$ cat src/rtl/rf_adc_frame_capture.sv
// Multi-channel ADC frame capture: arm, trigger, decimate and frame ADC beats
// onto per-channel AXI-Stream masters with sticky overflow on output stalls.
module rf_adc_frame_capture #(
  parameter int CH_NUM   = 6,
  parameter int AXIS_WID = 128,
  parameter int LEN_WID  = 16,
  parameter int DEC_WID  = 8,
  parameter int CNT_WID  = 16
) (
  input  logic                         clk_adc,
  input  logic                         adc_rstb,
  input  logic                         arm,
  input  logic                         abort,
  input  logic                         trig_mode,
  input  logic                         cont,
  input  logic                         trig_in,
  input  logic [CH_NUM-1:0]            ch_en,
  input  logic [LEN_WID-1:0]           frame_len,
  input  logic [DEC_WID-1:0]           dec_ratio,
  input  logic [CH_NUM*AXIS_WID-1:0]   s_tdata,
  input  logic [CH_NUM-1:0]            s_tvalid,
  output logic [CH_NUM-1:0]            s_tready,
  output logic [CH_NUM*AXIS_WID-1:0]   m_tdata,
  output logic [CH_NUM-1:0]            m_tvalid,
  input  logic [CH_NUM-1:0]            m_tready,
  output logic [CH_NUM-1:0]            m_tlast,
  output logic [1:0]                   state,
  output logic [CH_NUM-1:0]            overflow,
  output logic [CNT_WID-1:0]           frame_cnt
);

  localparam logic [1:0] S_IDLE    = 2'd0;
  localparam logic [1:0] S_ARMED   = 2'd1;
  localparam logic [1:0] S_CAPTURE = 2'd2;
  localparam logic [1:0] S_DONE    = 2'd3;

  logic [1:0]          st;
  logic [CH_NUM-1:0]   en_q;
  logic [LEN_WID-1:0]  len_q;
  logic [DEC_WID-1:0]  dec_q;
  logic                trig_d;
  logic [DEC_WID-1:0]  dec_cnt;
  logic [LEN_WID-1:0]  beat_cnt;

  logic                strobe;
  logic                kept;
  logic                last_beat;
  logic                arm_ok;
  logic                trig_hit;
  logic                dec_wrap;
  logic [LEN_WID-1:0]  last_idx;

  assign s_tready = '1;
  assign state    = st;

  // Disabled channels are masked out so they never stall the strobe.
  assign strobe    = &(s_tvalid | ~en_q);
  assign kept      = (st == S_CAPTURE) && !abort && strobe && (dec_cnt == '0);
  assign last_idx  = (len_q == '0) ? '0 : len_q - LEN_WID'(1);
  assign last_beat = kept && (beat_cnt == last_idx);
  assign arm_ok    = arm && (ch_en != '0) && ((st == S_IDLE) || (st == S_DONE));
  assign trig_hit  = trig_mode || (trig_in && !trig_d);
  assign dec_wrap  = (dec_q <= DEC_WID'(1)) || (dec_cnt == dec_q - DEC_WID'(1));

  always_ff @(posedge clk_adc or negedge adc_rstb) begin
    if (!adc_rstb) begin
      st        <= S_IDLE;
      en_q      <= '0;
      len_q     <= '0;
      dec_q     <= '0;
      trig_d    <= 1'b0;
      dec_cnt   <= '0;
      beat_cnt  <= '0;
      frame_cnt <= '0;
    end else begin
      trig_d <= trig_in;
      if (abort) begin
        st <= S_IDLE;
      end else begin
        case (st)
          S_IDLE, S_DONE: begin
            if (arm_ok) begin
              en_q      <= ch_en;
              len_q     <= frame_len;
              dec_q     <= dec_ratio;
              frame_cnt <= '0;
              st        <= S_ARMED;
            end
          end
          S_ARMED: begin
            if (trig_hit) begin
              dec_cnt  <= '0;
              beat_cnt <= '0;
              st       <= S_CAPTURE;
            end
          end
          default: begin
            if (strobe) dec_cnt <= dec_wrap ? '0 : dec_cnt + DEC_WID'(1);
            if (last_beat) begin
              beat_cnt  <= '0;
              frame_cnt <= frame_cnt + CNT_WID'(1);
              st        <= cont ? S_ARMED : S_DONE;
            end else if (kept) begin
              beat_cnt <= beat_cnt + LEN_WID'(1);
            end
          end
        endcase
      end
    end
  end

  // A stalled channel keeps its held beat; the beat counter still advances
  // so all channels stay frame-aligned.
  always_ff @(posedge clk_adc or negedge adc_rstb) begin
    if (!adc_rstb) begin
      m_tdata  <= '0;
      m_tvalid <= '0;
      m_tlast  <= '0;
      overflow <= '0;
    end else begin
      if (arm_ok && !abort) overflow <= '0;
      for (int k = 0; k < CH_NUM; k++) begin
        if (kept && en_q[k]) begin
          if (m_tvalid[k] && !m_tready[k]) begin
            overflow[k] <= 1'b1;
          end else begin
            m_tvalid[k]                      <= 1'b1;
            m_tlast[k]                       <= last_beat;
            m_tdata[k*AXIS_WID +: AXIS_WID]  <= s_tdata[k*AXIS_WID +: AXIS_WID];
          end
        end else if (m_tvalid[k] && m_tready[k]) begin
          m_tvalid[k] <= 1'b0;
          m_tlast[k]  <= 1'b0;
        end
      end
    end
  end

endmodule

$ cat config.mk
export PLATFORM = sky130hd
export DESIGN_NAME = rf_adc_frame_capture
export DESIGN_NICKNAME = d
export VERILOG_FILES = /design/src/rtl/rf_adc_frame_capture.sv
export SDC_FILE = /design/constraint.sdc
export NUM_CORES = 1
export LEC_CHECK = 0
export ABC_AREA = 1
export BUFFER_PORTS_ARGS = -buffer_cell sky130_fd_sc_hd__buf_4
export CELL_PAD_IN_SITES_DETAIL_PLACEMENT = 0
export CELL_PAD_IN_SITES_GLOBAL_PLACEMENT = 1
export CORE_AREA = 2 2 628 630
export DETAILED_ROUTE_END_ITERATION = 8
export DIE_AREA = 0 0 630 632
export GPL_ROUTABILITY_DRIVEN = 1
export HOLD_SLACK_MARGIN = 0.05
export PLACE_DENSITY = 0.32
export RECOVER_POWER = 25
export SYNTH_ARGS = -nofsm -noshare
export SYNTH_HDL_FRONTEND = slang
export SYNTH_SLANG_ARGS = --single-unit
$ cat constraint.sdc
create_clock -name clk_adc -period 2.6 [get_ports clk_adc]
set_input_delay 0.78 -clock clk_adc [delete_from_list [all_inputs] [get_ports clk_adc]]
set_output_delay 0.78 -clock clk_adc [all_outputs]
set_load 0.02 [all_outputs]
==> impl_metrics.yaml, run 1 <==
drt:
  drt-met1-wl_um: 99500
  drt_iter0_markers: 1143
  drc: 0
  via_count: 28225
  antenna_left: 0
  routed_via_density: 2.92
  dr.max_layer_used: "met5"
  routed_wl_um: 289000
  met3RoutedLength_um: 24500
  wl_per_cell_um: 29.9
  dr_wl_met2_um: 155000
  first_pass_iters: 5
setup_path:
  critPathRequiredTime_ns: 3.33
  worstSetupEndpointType: "register"
  crit_type: "reg2reg"
  cp-start-kind: "register"
  cp.arrival_ns: 3.19
  crit_path_max_fanout: 8
logic_synthesis:
  avgSynthCellArea_um2: 14.1
  ys_types: 36
  ys_seq_area_share_pct: 63.3
  yosysTopAreaCellShare_pct: 63.3
  syn_inst: 2404
  syn-cell-area_um2: 34000
  yosys.area.top_type: "dfrtp_1"
  ys_seq_elements: 859
  synth_area_leaders: "dfrtp_1 (63%), mux2_2 (25%), nand2_1 (2.3%)"
  ys_warn_count: 0
floorplanning:
  initial_utilization_pct: 8.68
  fp.dieH_um: 632
  die_w_um: 630
  dieArea_um2: 398000
  fp.coreArea_um2: 391000
  num_io_pins: 1627
  num_rows: 230
timing:
  slew_headroom_pct: 15.2
  slew_viol_final: 0
  fin_crit_ns: 2.46
  setup_violations: 0
  hold_violations: 0
  finalCritPeriodShare_pct: 94.5
  hold_ws_ns: 0.173
  max_freq_mhz: 407
  worstMarginPinSlew_ns: 1.27
  rsz0062_at_grt: "yes"
  final.setup.worst_slack_ns: 0.144
  finClkSkew_ns: 0.0568
clock_network:
  clkSlewWorstSetupHoldPaths_ns: 0.05
  cts_tree: "yes"
  cts-buffers-inserted: 138
  worst_skew_pair.late_latency_ns: 0.85
  htreeDepth: 4
  clock_sinks: 859
  clockRootBuffer: "clkbuf_16"
  clk_path_buf_depth: 4
finish:
  nets: 5091
  syn2layout_area_growth_pct: 74.4
  fin_area_um2: 59200
  layout-drive-gt1-share_pct: 65.4
worst_hold_path:
  hold_path.class: "in2reg"
global_routing:
  first_global_vias: 29965
  antenna_found_initial: 247
  grt_overflow: 0
  grt_max_degree: 70
  track_usage_pct: 14.0
  grt_pass1_wl_um: 360000
place:
  portBuffers: 1620
  hpwlAfterDp_um: 252000
  preCtsSetupSlack_ns: -0.294
  globalplace.congestion: 0.908
  placed_area_um2: 54300
flow_run:
  cap_viol_max_count: 0
power_and_ir_drop:
  irDropWorstVdd_uv: 510
  p_leak_nw: 29.5
  power_density_nw_per_um2: 1250
  total_power_mw: 73.8
run_status:
  status: "finished clean"
-- path summary, 6_finish.rpt --
| kind | start | to | slack (ns) | cells after the start |
|---|---|---|---|---|
| worst max register to register | len_q[14]$_DFFE_PN0P_ | frame_cnt[12]$_DFFE_PN0P_ | 0.14 | 16 |
| worst min register to register | overflow[3]$_DFF_PN0_ | overflow[3]$_DFF_PN0_ | 0.49 | 2 |
| worst min-delay path | s_tdata[274] | m_tdata[274]$_DFFE_PN0P_ | 0.17 | 2 |
| worst max-delay path | len_q[14]$_DFFE_PN0P_ | frame_cnt[12]$_DFFE_PN0P_ | 0.14 | 16 |
| max in group asynchronous | adc_rstb | m_tdata[200]$_DFFE_PN0P_ | 0.28 | 4 |
| min in group asynchronous | adc_rstb | m_tdata[620]$_DFFE_PN0P_ | 0.83 | 2 |
-- kinds of logic (layout without fill, tap and decap cells) --
| logic type | after synthesis | after routing | share of synthesized area (%) |
|---|---|---|---|
| AO/OA/AOI/OAI | 79 | 79 | 1.22 |
| XOR/XNOR | 43 | 43 | 1.11 |
| adder cells (fa/ha/maj) | 10 | 10 | 0.368 |
| AND/OR/NAND/NOR | 432 | 434 | 5.77 |
| buffers and inverters | 212 | 2163 | 2.75 |
| flip-flops | 859 | 859 | 63.3 |
| multiplexers | 768 | 768 | 25.5 |
| other | 1 | 74 | 0.0110 |
-- placed cells by master (no fill, tap or decap), types with 14 or more instances in the layout --
master	count
diode_2	68
nand2_1	203
buf_12	49
nand3_1	65
xor2_1	32
o21ai_0	55
nand4_1	35
dfrtp_1	856
inv_1	95
clkinv_2	15
nor2_1	50
clkbuf_16	143
clkbuf_1	42
buf_4	1733
nor2_2	14
mux2_2	768
clkbuf_8	34
-- synthesized netlist by cell type (all sizes together) --
cell type and count:
nand3 79, a211oi 1, dfrtp 859, nor3 14, a21oi 4, xor2 33, ha 10, or2 1
o21ai 67, nor4 4, and2 3, clkbuf 21, inv 100, nand4 35, o211ai 1, mux2 768
nand3b 2, buf 90, clkinv 1, nand2 217, nor4b 1, xnor2 10, nor2 76, conb 1
o31ai 6
-- final cells by class --
| cell class | count | area (µm²) |
|---|---|---|
| clock inverter | 37 | 413 |
| sequential | 859 | 21500 |
| antenna | 68 | 170 |
| tap | 5220 | 6530 |
| clock buffer | 201 | 4120 |
| fill | 43956 | 332000 |
| multi-input combinational | 1340 | 11800 |
| timing repair buffer | 1824 | 14300 |
| inverter | 101 | 384 |
-- sequential cells by signal (all words and copies together), names as in the netlist --
register and cells:
beat_cnt 16, frame_cnt 16, m_tdata 768, m_tvalid 6
overflow 6, state 2, m_tlast 6, trig_d 1
dec_q 8, len_q 16, en_q 6, dec_cnt 8
-- worst max-delay path: stages (launching register included) --
cell and delay [ns]:
dfrtp_1 0.42, nor2_2 0.16, nand2_2 0.09, nor2_4 0.26, nand2_8 0.11, buf_4 0.15
nand3_1 0.16, nor2_1 0.08, nor2_1 0.09, nand3_1 0.08, nor2_1 0.11, nand2_2 0.10
buf_12 0.15, inv_6 0.07, clkbuf_16 0.14, nand4_1 0.07, nand2_1 0.11
-- routing by layer --
| metal | up-vias | global-route usage (%) |
|---|---|---|
| met5 | - | 0 |
| met3 | 567 | 5.54 |
| li1 | 12125 | - |
| met2 | 1254 | 26.5 |
| met1 | 14219 | 14.0 |
| met4 | 60 | 4.24 |
-- stage by stage --
stage	std cells	setup TNS (ns)	utilization [%]
final	9650	0	15.1
after global routing	9604	-0.240	15.1
after CTS	9566	0	15.0
after detailed placement	9322	-145.92	13.9
after global placement	9322	-165.72	13.9
after floorplan	2409	0	-
-- report_power, final --
| part | leakage (nW) | total (mW) | internal (mW) | switching, mW |
|---|---|---|---|---|
| combinational | 15.6 | 30.8 | 12.8 | 18.0 |
| clock | 2.23 | 19.2 | 11.6 | 7.61 |
| sequential | 11.8 | 23.8 | 19.2 | 4.63 |
-- timing repair --
action | CTS | global route
pin swaps | 1 | 17
setup buffers | 0 | 13
cloned | 0 | 3
setup endpoints to repair | 161 | 514
resized for setup | 1 | 53
hold buffers | 6 | 0
hold endpoints to repair | 11 | 0
Power figures use the tool's default switching activity.
==> run 2: changes to the inputs <==
- PLACE_DENSITY: 0.32 -> 0.3
==> impl_metrics.yaml, run 2 (synthesized netlist as in run 1, its figures left out) <==
power_and_ir_drop:
  total_power_mw: 72.7
  power_density_nw_per_um2: 1240
  p_leak_nw: 29.4
  irDropWorstVdd_uv: 568
setup_path:
  crit_family: "buffers and inverters"
  cp-start-kind: "register"
  r2r_cells: 11
  crit_path_max_fanout: 39
  crit_slowest_cell: "dfrtp_1"
  crit_cells: 11
  cp_num_buf_inv: 5
  slowest_delay_ns: 0.38
  worstSetupEndpointType: "register"
  critPathRequiredTime_ns: 3.29
  crit_type: "reg2reg"
  crit_chain: "inv_1 -> o21ai_0 -> nor2_1 -> nand2_1 -> nor2_4 -> buf_4 -> buf_4 -> nand3_4 -> buf_12 -> buf_12 -> mux2_2"
  cp.arrival_ns: 3.25
run_status:
  status: "finished clean"
global_routing:
  first_global_vias: 29925
  grt_overflow: 0
  antenna_found_initial: 236
  grt_max_degree: 70
  track_usage_pct: 13.6
  grt_pass1_wl_um: 350000
drt:
  routed_via_density: 2.93
  antenna_left: 0
  via_count: 28196
  wl_per_cell_um: 29.1
  drc: 0
  routed_wl_um: 280000
  drt_iter0_markers: 1328
  first_pass_iters: 5
place:
  preCtsSetupSlack_ns: -0.379
  hpwlAfterDp_um: 243000
  globalplace.congestion: 0.898
  placed_area_um2: 54300
  portBuffers: 1620
  dp_cells: 9331
floorplanning:
  die_w_um: 630
  fp.dieH_um: 632
  initial_utilization_pct: 8.68
  dieArea_um2: 398000
  num_rows: 230
  num_io_pins: 1627
  fp.coreArea_um2: 391000
timing:
  slew_headroom_pct: 21.9
  fin_crit_ns: 2.56
  hold_violations: 0
  hold_ws_ns: 0.173
  setup_violations: 0
  setup_tns_ns: 0
  max_freq_mhz: 391
  slew_viol_final: 0
  final.setup.worst_slack_ns: 0.0421
  finalCritPeriodShare_pct: 98.4
  worstMarginPinSlew_ns: 1.17
  finClkSkew_ns: 0.0607
  rsz0062_at_grt: "yes"
clock_network:
  clkSlewWorstSetupHoldPaths_ns: 0.05
  clockRootBuffer: "clkbuf_16"
  cts-buffers-inserted: 136
  htreeDepth: 4
  clk_path_buf_depth: 4
  clock_sinks: 859
  cts_tree: "yes"
  worst_skew_pair.late_latency_ns: 0.82
finish:
  fin_area_um2: 58800
  regArea_um2: 21500
  final_core_util_pct: 15.0
  num-fill-cells: 44014
  final_cell_mix: "buf_4 (1730), dfrtp_1 (856), mux2_2 (768), nand2_1 (202), clkbuf_16 (137)"
  syn2layout_area_growth_pct: 73.2
  largest_register: "m_tdata"
  largest_register_ffs: 768
  layout-drive-gt1-share_pct: 64.8
  final_common_cell: "buf_4"
  nets: 5083
  instances_no_fill: 9626
  multi_input_area_um2: 11800
flow_run:
  cap_viol_max_count: 0
worst_hold_path:
  hold_depth: 3
  hold_path.class: "in2reg"
run 2: changes by cell type in the layout (fill, tap and decap cells not counted), sizes merged:
cell | before | now
dlygate4sd3 | 6 | 2
diode | 68 | 54
clkinvlp | 4 | 2
clkbuf | 230 | 239
bufinv | 6 | 5
clkinv | 25 | 19
nand2 | 219 | 217
buf | 1789 | 1779
inv | 103 | 109
run 2: timing repair:
action	4_1_cts	5_1_grt
buffers inserted	1	3
endpoints found under the hold margin	2	0
pin swaps	1	14
gates resized for setup	1	41
setup endpoints to repair	25	130
hold buffers	2	0
gates cloned	0	1
run 2: routing by layer:
| metal | vias to the layer above | track usage, % | routed length (µm) |
|---|---|---|---|
| met5 | - | 0 | 320 |
| met4 | 48 | 2.91 | 7140 |
| met3 | 575 | 5.34 | 24300 |
| met2 | 1353 | 26.5 | 153000 |
| met1 | 14131 | 13.3 | 94600 |
| li1 | 12089 | - | - |
run 2: path summary, 6_finish.rpt:
| kind | endpoint | slack [ns] | from |
|---|---|---|---|
| worst max-delay path | m_tdata[629]$_DFFE_PN0P_ | 0.04 | en_q[4]$_DFFE_PN0P_ |
| worst min-delay path | len_q[5]$_DFFE_PN0P_ | 0.17 | frame_len[5] |
| worst max register to register | m_tdata[629]$_DFFE_PN0P_ | 0.04 | en_q[4]$_DFFE_PN0P_ |
| worst min register to register | overflow[4]$_DFF_PN0_ | 0.48 | overflow[4]$_DFF_PN0_ |
| max in group asynchronous | m_tdata[522]$_DFFE_PN0P_ | 0.26 | adc_rstb |
| min in group asynchronous | m_tdata[588]$_DFFE_PN0P_ | 0.79 | adc_rstb |
run 2: report_power, final:
part | switching, mW | internal [mW] | total, mW
registers | 4.51 | 19.2 | 23.7
clock network | 7.59 | 11.0 | 18.6
logic | 17.7 | 12.8 | 30.5
run 2: layout make-up:
type,count,share of cell area (%)
Sequential cell,859,36.5
Timing Repair Buffer,1820,24.1
Multi-Input combinational cell,1338,20.0
Tap cell,5220,11.1
Clock buffer,200,6.65
Clock inverter,34,0.738
Inverter,101,0.645
Antenna cell,54,0.230
run 2: worst reg2reg max path: stages, from the launching register on:
cell and delay, ns:
dfrtp_1 0.38, inv_1 0.24, o21ai_0 0.12, nor2_1 0.12, nand2_1 0.14, nor2_4 0.23
buf_4 0.22, buf_4 0.14, nand3_4 0.07, buf_12 0.17, buf_12 0.24, mux2_2 0.38
